$ cat config.mk
export PLATFORM = sky130hd
export DESIGN_NAME = msx_slot_mapper
export DESIGN_NICKNAME = d
export VERILOG_FILES = /design/src/rtl/msx_slot_mapper.sv
export SDC_FILE = /design/constraint.sdc
export NUM_CORES = 1
export LEC_CHECK = 0
export ABC_AREA = 1
export ABC_CLOCK_PERIOD_IN_PS = 2500
export CAP_MARGIN = 20
export CORE_UTILIZATION = 40
export CTS_BUF_LIST = sky130_fd_sc_hd__clkbuf_4 sky130_fd_sc_hd__clkbuf_8
export DETAILED_ROUTE_END_ITERATION = 12
export GPL_TIMING_DRIVEN = 0
export PLACE_DENSITY_LB_ADDON = 0.15
export SLEW_MARGIN = 0
export SYNTH_ARGS = -nofsm -noshare
export SYNTH_HDL_FRONTEND = slang
export SYNTH_SLANG_ARGS = --single-unit
export TNS_END_PERCENT = 50
$ cat constraint.sdc
create_clock -name clk_i -period 2.5 [get_ports clk_i]
set_clock_uncertainty 0.15 [all_clocks]
set_input_delay 0.25 -clock clk_i [delete_from_list [all_inputs] [get_ports clk_i]]
set_output_delay 0.25 -clock clk_i [all_outputs]
set_load 0.005 [all_outputs]
$ cat src/rtl/msx_slot_mapper.sv
// msx_slot_mapper: MSX primary/secondary slot decode plus four-page memory mapper.
// Define MSX_MAPPER_READBACK_EN to make mapper ports FC..FF readable.
module msx_slot_mapper #(
  parameter logic [3:0] EXP_MASK = 4'b1000,
  parameter int         SEG_BITS = 4
) (
  input  logic                 clk_i,
  input  logic                 reset_n_i,
  input  logic [15:0]          addr_i,
  input  logic [7:0]           data_i,
  input  logic                 mreq_n_i,
  input  logic                 iorq_n_i,
  input  logic                 rd_n_i,
  input  logic                 wr_n_i,
  input  logic                 m1_n_i,
  input  logic                 rfsh_n_i,
  input  logic [7:0]           ppi_a_i,
  output logic [7:0]           data_o,
  output logic                 data_oe_o,
  output logic [3:0]           sltsl_n_o,
  output logic [15:0]          subsltsl_n_o,
  output logic [SEG_BITS+13:0] ram_addr_o
);
  logic [1:0]          w_page, w_slot, w_sub_sel;
  logic                w_mem, w_io, w_port, w_ffff, w_exp;
  logic                w_strobe, w_sub_wr, w_sub_rd, w_seg_wr;
  logic                r_wr_low;
  logic [7:0]          r_sub [4];
  logic [SEG_BITS-1:0] r_seg [4];

  assign w_page    = addr_i[15:14];
  assign w_slot    = ppi_a_i[{w_page, 1'b0} +: 2];
  assign w_mem     = !mreq_n_i && rfsh_n_i;
  // IO decode requires MREQ high so a memory and an IO write can never coincide
  assign w_io      = !iorq_n_i && m1_n_i && mreq_n_i;
  assign w_port    = w_io && (addr_i[7:2] == 6'h3F);
  assign w_ffff    = addr_i == 16'hFFFF;
  assign w_exp     = EXP_MASK[w_slot];
  // r_wr_low starts at 1 so a write already in progress at reset release is ignored
  assign w_strobe  = !r_wr_low && !wr_n_i;
  assign w_sub_wr  = w_strobe && w_mem && w_ffff && w_exp;
  assign w_sub_rd  = w_mem && !rd_n_i && w_ffff && w_exp;
  assign w_seg_wr  = w_strobe && w_port;
  assign w_sub_sel = r_sub[w_slot][{w_page, 1'b0} +: 2];

  always_ff @(posedge clk_i or negedge reset_n_i) begin
    if (!reset_n_i) begin
      r_wr_low <= 1'b1;
      for (int i = 0; i < 4; i++) begin
        r_sub[i] <= 8'h00;
        r_seg[i] <= SEG_BITS'(3 - i);
      end
    end else begin
      r_wr_low <= !wr_n_i;
      if (w_sub_wr) r_sub[w_slot] <= data_i;
      if (w_seg_wr) r_seg[addr_i[1:0]] <= data_i[SEG_BITS-1:0];
    end
  end

  assign sltsl_n_o    = w_mem ? ~(4'b0001 << w_slot) : 4'hF;
  assign subsltsl_n_o = (w_mem && w_exp && !w_sub_rd) ? ~(16'h0001 << {w_slot, w_sub_sel}) : 16'hFFFF;
  assign ram_addr_o   = {r_seg[w_page], addr_i[13:0]};

`ifdef MSX_MAPPER_READBACK_EN
  logic w_seg_rd;
  assign w_seg_rd  = w_port && !rd_n_i;
  assign data_o    = w_sub_rd ? ~r_sub[w_slot] :
                     w_seg_rd ? (~(8'hFF >> (8 - SEG_BITS)) | 8'(r_seg[addr_i[1:0]])) : 8'hFF;
  assign data_oe_o = w_sub_rd || w_seg_rd;
`else
  assign data_o    = w_sub_rd ? ~r_sub[w_slot] : 8'hFF;
  assign data_oe_o = w_sub_rd;
`endif
endmodule

== Yosys cells after proc, flatten, opt, wreduce, memory -nomap -nowiden ==
Index checks and enable logic that the tools add are counted.
W data, S select, Z words.

* Register bits after elaboration: 49
* Input port bits: 40

* Order comparisons: 6
* Equal/unequal tests: 2
* Shift operators: 4
* Mux-type cells: 17
* Bitwise logic cells: 6
* Reductions and logical operators: 22

{| class="wikitable"
|+ Operators with widths
! kind !! number
|-
| $bwmux W32 || 1
|-
| $mux W8 || 4
|-
| $bmux W8 S2 || 1
|-
| $bwmux W16 || 1
|-
| $demux W8 S2 || 1
|-
| $eq A16 B16 Y1 const B || 1
|-
| $logic_and A1 B1 Y1 || 16
|-
| $mux W16 || 1
|-
| $mux W4 || 4
|-
| $not A16 Y16 || 1
|-
| $shiftx A8 B4 Y2 || 2
|-
| $shl A1 B4 Y16 const A || 1
|-
| $ge A3 B3 Y1 const B || 3
|-
| $not A2 Y3 || 3
|-
| $bmux W4 S2 || 1
|-
| $demux W4 S2 || 1
|-
| $not A8 Y8 || 1
|-
| $eq A6 B6 Y1 const B || 1
|-
| $logic_not A1 Y1 || 6
|-
| $lt A3 B1 Y1 const B || 2
|-
| $not A4 Y4 || 1
|-
| $shl A1 B2 Y4 const A || 1
|-
| $lt A2 B3 Y1 const B || 1
|-
| $bmux W1 S2 || 1
|-
| $mux W1 || 1
|}

== Longest topological paths before layout ==
Gate-level depths: netlist of the first run.

* Depth in word-level cells: 9
* Mapped depth: 13

== Worst setup path before layout of the first run ==
Ideal clock, no wire load.

* Path type: input-to-output
* From: input port addr_i[14]
* To: output port subsltsl_n_o[12]
* Arrival: 1.391 ns
* Required time: 2.100 ns
* Slack: 0.709 ns
* Cell stages on the path: 10
* Cells stage by stage: buf_6 > inv_4 > nor2_1 > o21ai_4 > nand2_2 > nor2_4 > nand3_4 > nor2_4 > nor2_2 > nand3_1

* Elaborated cells between the ends (all ways): 17
* Classes of those cells: 1 x eq/ne; 3 x shift; 6 x mux; 2 x bitwise; 5 x reduce/logical

{| class="wikitable"
|+ RTL lines
! item !! RTL line !! text
|-
| start: declaration || 9 || <nowiki>input logic [15:0] addr_i,</nowiki>
|-
| $shiftx A8 B4 Y2 || 32 || <nowiki>assign w_slot = ppi_a_i[{w_page, 1'b0} +: 2];</nowiki>
|-
| $bmux W1 S2 || 38 || <nowiki>assign w_exp = EXP_MASK[w_slot];</nowiki>
|-
| $mux W1 (implied by the code) || 38 ||
|-
| $logic_and A1 B1 Y1 (*) || 42 || <nowiki>assign w_sub_rd = w_mem && !rd_n_i && w_ffff && w_exp;</nowiki>
|-
| named net data_oe_o || 19 || <nowiki>output logic data_oe_o,</nowiki>
|-
| $logic_not A1 Y1 (*) || 61 || <nowiki>assign subsltsl_n_o = (w_mem && w_exp && !w_sub_rd) ? ~(16'h0001 << {w_slot, w_sub_sel}) : 16'hFFFF;</nowiki>
|-
| $logic_and A1 B1 Y1 (*) || 61 ||
|-
| $mux W16 (*) || 61 ||
|-
| end: declaration || 21 || <nowiki>output logic [15:0] subsltsl_n_o,</nowiki>
|}

The timed path passes the listed nets; every way through them passes the cells marked *. The select of a mux whose other input is x is not followed.

== Final worst setup path of the first run ==
* From: input port ppi_a_i[6]
* To: output port data_o[7]

* Word-level cells in the longest chain between the ends: 7
* Elaborated cells between the ends (all ways): 10
* Classes of those cells: 1 x shift; 6 x mux; 2 x bitwise; 1 x reduce/logical

{| class="wikitable"
|+ RTL lines
! item !! RTL line !! text
|-
| start: declaration || 17 || <nowiki>input logic [7:0] ppi_a_i,</nowiki>
|-
| $shiftx A8 B4 Y2 (*) || 32 ||
|-
| $not A2 Y3 (implied by the code) || 71 || <nowiki>assign data_o = w_sub_rd ? ~r_sub[w_slot] : 8'hFF;</nowiki>
|-
| $bmux W8 S2 || 71 ||
|-
| $mux W8 (implied by the code) (2 in a row) || 71 ||
|-
| $not A8 Y8 || 71 ||
|-
| $mux W8 (*) || 71 ||
|-
| end: declaration || 18 || <nowiki>output logic [7:0] data_o,</nowiki>
|}

Mark *: on every way between the ends. The rest lies on a longest branch, timed or not. The select of a mux whose other input is x is not followed.

==> summary.md, run 1 <==
| Metric | Value |
|---|---|
| Critical path depth | 11 |
| Clock Tree Buf Depth | 2 |
| Die width | 85.1 um |
| Data arrival time of the worst path | 2.17 ns |
| Slew @ Worst Pin | 0.553 ns |
| Netlist cell types | 31 |
| Post-synth EDFFs | 0 |
| PnR Total Power | 1.74 mW |
| Req. time, crit path | 2.10 ns |
| Fraction of registers with async set/reset | 1.00 |
| Ys flop type | dfrtp_1 |
| Crit Path Class | input port to output port |
| Seq pwr share | 0.456 |
| # clock sinks | 49 |
| Util after Layout | 0.610 |
| First-pass GRT wire length | 11,500 um |
| Psw | 0.454 mW |
| Number of port buffers | 72 |
| Via Count | 2,614 |
| Gate power share | 0.210 |
| Worst-Skew Late Latency | 0.30 ns |
| Vias in the first global route | 2,325 |
| Max-cap viol count | 0 |
| Leak Pwr | 1.85 nW |
| DP Area | 3630 sq um |
| Number of iterations in the first detailed-routing pass | 5 |
| F_max | 388 MHz |
| CP bufs+invs | 3 |
| Synth warn | 0 |
| Crit path largest cell delay | 0.47 ns |
| Avg Cell Area, Syn | 7.93 sq um |
| Die Area | 7240 sq um |
| CTS Buf Count | 5 |
| Pre-CTS setup slack | -0.396 ns |
| Period utilization | 1.03 |
| Num ports | 87 |
| P per Cell Area | 440 nW/um^2 |
| Num rows | 29 |
| Slew HR | 0.631 |
| Final wirelength | 7080 um |
| Final setup vio count | 4 |
| Diodes inserted | 0 |
| Startpoint Class | input port |
| Final Slew Violations | 0 |
| Final Wtd Congestion | 0.810 |
| Final instance area | 3960 sq um |
| Detail Placement HPWL | 5180 um |
| CP Cell Sequence | clkdlybuf4s50_1, inv_1, nand2_2, nand3_4, nand2_8, nand2_2, nor2_4, nand3_4, nor2_4, nand3_1, clkdlybuf4s50_1 |
| Yosys reg bits | 49 |
| CTS tree | done |
| Layout cells sized above 1 | 0.197 |
| DRC violations left | 0 |
| VDD IR max | 0.279 mV |
| Sequential area share after synthesis | 0.447 |
| Syn-to-layout area delta | 43.5% |
| Drt wl/cell | 13.3 um |
| CP Capture Type | output port |
| Fin crit period | 2.57 ns |
| Top delay family on crit path | buffers and inverters |
| Initial Util | 0.425 |
| Critical path startpoint | ppi_a_i[6] |
| Setup ws final | -0.0750 ns |
| Status | finished, violations left |
| Largest net degree at the start of global routing | 39 |
| Hold crit path type | input port to asynchronous set/reset pin |
| Setup TNS | -0.141 ns |
| Initial antenna violation count | 0 |
| Gate Count Post-Synth | 348 |
| Root buffer cell | clkbuf_8 |
| Sw frac | 0.260 |
| Die Ht | 85.1 um |
| Internal | 1.29 mW |
| Clock transition at path regs | 0.09 ns |
| Mapped Area | 2760 sq um |
| Crit-path max FO | 5 |
| H-tree Lvls | 2 |
| Failing checks | negative setup slack |
| R2R depth | 5 |
| Clk pwr share | 0.334 |
| Reg2Reg Setup Slack | 0.57 ns |
| Total track usage | 0.204 |
| Unrepaired setup endpoints after global routing | yes |
| FF-to-FF End | r_seg[3] |
| DR vias/cell | 4.90 |
| Nets | 496 |
| Reg2Reg Launch Point | r_wr_low |
| Final ANT Viol Nets | 0 |
| Final global-route overflow total | 0 |
| Final Hold Viols | 0 |
| Slowest cell on the critical path | clkdlybuf4s50_1 |
| Area of the core | 6490 sq um |
| DRT iter0 DRCs | 210 |
-- cells by family (layout without fill, tap and decap cells) --
logic type	count (synthesis)	after routing	synth area share
AO/OA/AOI/OAI	38	38	0.0753
other	1	12	0.00136
buffers and inverters	89	186	0.168
flip-flops	49	49	0.447
AND/OR/NAND/NOR	171	172	0.309
-- per-layer routing --
metal,track usage,up-vias,part of all wire
li1,-,1289,-
met1,0.287,1196,0.45
met2,0.320,120,0.45
met3,0.0409,9,0.089
met4,0.0555,0,0.011
met5,0,-,0
-- worst max-delay path by stage --
stage,endpoint,slack [ns]
2_1_floorplan,subsltsl_n_o[12],0.71
3_3_place_gp,subsltsl_n_o[13],-0.40
3_5_place_dp,subsltsl_n_o[13],-0.40
4_1_cts,data_oe_o,-0.16
5_1_grt,data_o[7],-0.13
6_report,data_o[7],-0.07
-- area by class of cell --
cell class / instances / area (sq um)
plain buffers: 59 / 365
clock buffers: 6 / 76.3
inverters: 30 / 115
well taps: 77 / 96.3
repair buffers: 89 / 862
clock inverters: 2 / 38.8
flip-flops and latches: 49 / 1230
multi-input cells: 222 / 1170
fillers: 596 / 2530
-- cells in the mapped netlist (4+ instances only) --
cell type,n,area [sq um]
nand2_1,86,323
nand3_1,56,280
dfrtp_1,44,1100
inv_1,28,105
buf_4,27,203
clkbuf_1,26,97.6
o21ai_0,23,115
nand3b_1,7,52.6
a21oi_1,6,30.0
dfstp_2,5,131
nor2_1,5,18.8
o21ai_1,4,20.0
-- through the flow --
stage	hold WS, ns	cells
2_1_floorplan	-0.196	359
3_3_place_gp	0.282	508
3_5_place_dp	0.000113	509
4_1_cts	0.198	529
5_1_grt	0.207	534
6_report	0.199	534
-- worst register-to-register path: cells and delay by family (launching register included) --
family / cells / cell delay (ns)
AND/OR/NAND/NOR: 3 / 0.85
flip-flops: 1 / 0.36
AO/OA/AOI/OAI: 1 / 0.29
buffers and inverters: 1 / 0.18
-- placed cells by master, fill, tap and decap left out, types with 2 or more instances in the layout --
| master | Yosys | final |
|---|---|---|
| buf_4 | 27 | 40 |
| nor2_1 | 5 | 4 |
| clkdlybuf4s50_1 | 0 | 62 |
| o21ai_0 | 23 | 23 |
| dlymetal6s2s_1 | 0 | 3 |
| nand3_4 | 3 | 4 |
| nand2_1 | 86 | 80 |
| clkbuf_8 | 0 | 5 |
| o21ai_1 | 4 | 4 |
| nand3_1 | 56 | 53 |
| inv_1 | 28 | 28 |
| nand3_2 | 1 | 3 |
| dlygate4sd2_1 | 0 | 6 |
| o22ai_1 | 3 | 3 |
| nand2_2 | 1 | 7 |
| dfrtp_1 | 44 | 44 |
| a21oi_1 | 6 | 6 |
| dfstp_2 | 5 | 5 |
| buf_6 | 3 | 7 |
| nand4_1 | 3 | 3 |
| conb_1 | 1 | 12 |
| nor2_4 | 3 | 5 |
| clkbuf_1 | 26 | 26 |
| buf_2 | 3 | 2 |
| nand3b_1 | 7 | 7 |
-- power groups by stage --
stage               registers (mW)  logic (mW)  clock network, mW
floorplan                    0.811       0.169                  0
CTS                          0.796       0.357              0.599
finish                       0.796       0.366              0.583
detailed placement           0.811       0.327                  0
global route                 0.796       0.398              0.645
global placement             0.811       0.323                  0
-- registers in the layout, indices dropped and copies added, names as in the netlist --
register  cells
r_seg        16
r_sub        32
r_wr_low      1
-- repair_timing --
| action | 4_1_cts | 5_1_grt |
|---|---|---|
| resized for setup | 21 | 9 |
| endpoints found under the hold margin | 45 | 0 |
| buffers inserted | 10 | 5 |
| hold buffers | 1 | 0 |
| pin swaps | 5 | 5 |
| cloned | 1 | 0 |
| setup endpoints to repair | 13 | 13 |
No activity file was read; power rests on OpenSTA's default activity.
==> run 2: changes to the inputs <==
- CORE_MARGIN: unset -> 5
- CTS_CLUSTER_SIZE: unset -> 12
==> run 2 against run 1 <==
Effect of this change:
- the flow now finishes without violations
- die area increased by 20%
- count of clock-buffer cells in the layout up 1
- highest routed layer unchanged
- sequential share of layout area down 0.23 points
- global-route usage down 3.2 points
- cell area grew 0.76%
- worst setup slack better by 0.14 ns
- combinational power rose by 3%
- routed wire length grew 6.9%
- power grew 0.94%
- register-to-register slack gained 0.04 ns
==> summary.md, run 2 (same netlist as run 1, synthesis figures left out) <==
| Metric | Value |
|---|---|
| DRC violations left | 0 |
| Unrepaired setup endpoints after global routing | yes |
| Number of port buffers | 72 |
| Area of the core | 6760 sq um |
| H-tree Lvls | 2 |
| Period utilization | 0.974 |
| Final Hold Viols | 0 |
| F_max | 411 MHz |
| Final Wtd Congestion | 0.808 |
| Worst hold slack | 0.211 ns |
| CP Cell Sequence | clkdlybuf4s50_1, inv_1, nand2_2, nand3_4, nand2_8, buf_8, nand2_1, nand3_2, nand2_1, nand2_1, nand3_1, nand2_2, nand3_1, dlygate4sd2_1 |
| Num rows | 30 |
| Final wirelength | 7570 um |
| Max reg flops | 32 |
| Top reg by flops | r_sub |
| # clock sinks | 49 |
| Status | completed |
| Die width | 93.1 um |
| Worst-Skew Late Latency | 0.30 ns |
| Top cell by count, worst path | nand2_1 |
| Initial antenna violation count | 0 |
| Layout cells sized above 1 | 0.210 |
| Clock transition at path regs | 0.09 ns |
| Number of iterations in the first detailed-routing pass | 4 |
| PnR Total Power | 1.76 mW |
| Fillers | 651 |
| CP Capture Type | output port |
| Nets | 492 |
| Via Count | 2,585 |
| DR vias/cell | 4.85 |
| Slew HR | 0.654 |
| Final setup vio count | 0 |
| Drt wl/cell | 14.2 um |
| Largest registers | r_sub: 32 flops, r_seg: 16 flops, r_wr_low: 1 flops |
| Crit-path max FO | 10 |
| P per Cell Area | 441 nW/um^2 |
| Final ANT Viol Nets | 0 |
| Diodes inserted | 0 |
| R2R depth | 6 |
| Max-cap viol count | 0 |
| Largest net degree at the start of global routing | 39 |
| Final global-route overflow total | 0 |
| CP bufs+invs | 4 |
| VDD IR max | 0.268 mV |
| Root buffer cell | clkbuf_8 |
| Fin crit period | 2.44 ns |
| Slew @ Worst Pin | 0.519 ns |
| Most frequent cells in the layout | 79 x nand2_1, 58 x clkdlybuf4s50_1, 46 x nand3_1 |
| Clock Tree Buf Depth | 2 |
| Die Ht | 93.1 um |
| Detail Placement HPWL | 5560 um |
| CTS Buf Count | 5 |
| Crit Path Class | input port to output port |
| Reg2Reg Launch Point | r_wr_low |
| Commonest non-fill, non-tap cell in the layout | nand2_1 |
| CTS tree | done |
| Vias in the first global route | 2,412 |
| Num ports | 87 |
| Util after Layout | 0.591 |
| Hold crit path type | input port to asynchronous set/reset pin |
| Reg area | 1230 sq um |
| Crit path largest cell delay | 0.47 ns |
| Reg2Reg Setup Slack | 0.61 ns |
| Startpoint Class | input port |
| First-pass GRT wire length | 11,800 um |
| DRT iter0 DRCs | 155 |
| Setup TNS | 0 ns |
| Leak Pwr | 1.86 nW |
| Area of the multi-input gates | 1200 sq um |
| Syn-to-layout area delta | 44.6% |
| FF-to-FF End | r_seg[7] |
| Final Slew Violations | 0 |
| Die Area | 8660 sq um |
| Top delay family on crit path | buffers and inverters |
| Total track usage | 0.172 |
| Initial Util | 0.409 |
| Final instance area | 3990 sq um |
| DP Area | 3640 sq um |
| Data arrival time of the worst path | 2.04 ns |
| Req. time, crit path | 2.10 ns |
| Slowest cell on the critical path | clkdlybuf4s50_1 |
run 2: cell count changes in the layout (fill, tap and decap cells not counted), sizes merged:
cell,before,now
buf,50,47
clkbuf,32,34
nor2,10,9
clkdlybuf4s15,0,1
clkinv,1,0
dlygate4sd2,6,5
dlymetal6s2s,3,6
clkdlybuf4s50,62,58
run 2: per-stage QoR:
| step | worst slack (ns) | instances |
|---|---|---|
| after floorplan | 0.709 | 359 |
| after global placement | -0.384 | 511 |
| after detailed placement | -0.382 | 512 |
| after CTS | -0.164 | 529 |
| after global routing | -0.0416 | 533 |
| final | 0.0650 | 533 |
run 2: how the worst max path moves through the flow:
stage,from,endpoint,depth (start not counted)
global placement,reset_n_i,r_seg[1],1
floorplan,addr_i[14],subsltsl_n_o[12],10
CTS,ppi_a_i[4],subsltsl_n_o[14],12
detailed placement,ppi_a_i[2],subsltsl_n_o[13],12
global route,ppi_a_i[0],subsltsl_n_o[15],14
finish,ppi_a_i[2],subsltsl_n_o[12],14
run 2: power breakdown:
group,leakage (nW),switching (mW),total [mW],internal (mW)
Sequential,0.651,0.000742,0.796,0.795
Combinational,1.15,0.190,0.376,0.186
Clock,0.0619,0.252,0.589,0.337
run 2: layer usage:
layer,GRT usage,vias up,share of wire
met5,0,-,0
met4,0.0440,0,0.011
met2,0.284,91,0.47
li1,-,1274,-
met1,0.226,1213,0.44
met3,0.0410,7,0.072
run 2: layout make-up:
cell class | instances | area share
inverters | 30 | 0.0288
repair buffers | 86 | 0.214
plain buffers | 59 | 0.0934
clock inverters | 1 | 0.00752
flip-flops and latches | 49 | 0.309
multi-input cells | 221 | 0.300
well taps | 80 | 0.0251
clock buffers | 7 | 0.0226
run 2: timing repair:
action                                 4_1_cts  5_1_grt
pin swaps                                    6        2
hold buffers                                 1        0
buffers inserted                             8        4
resized for setup                           20       28
endpoints found under the hold margin       11        0
setup endpoints to repair                   13       11
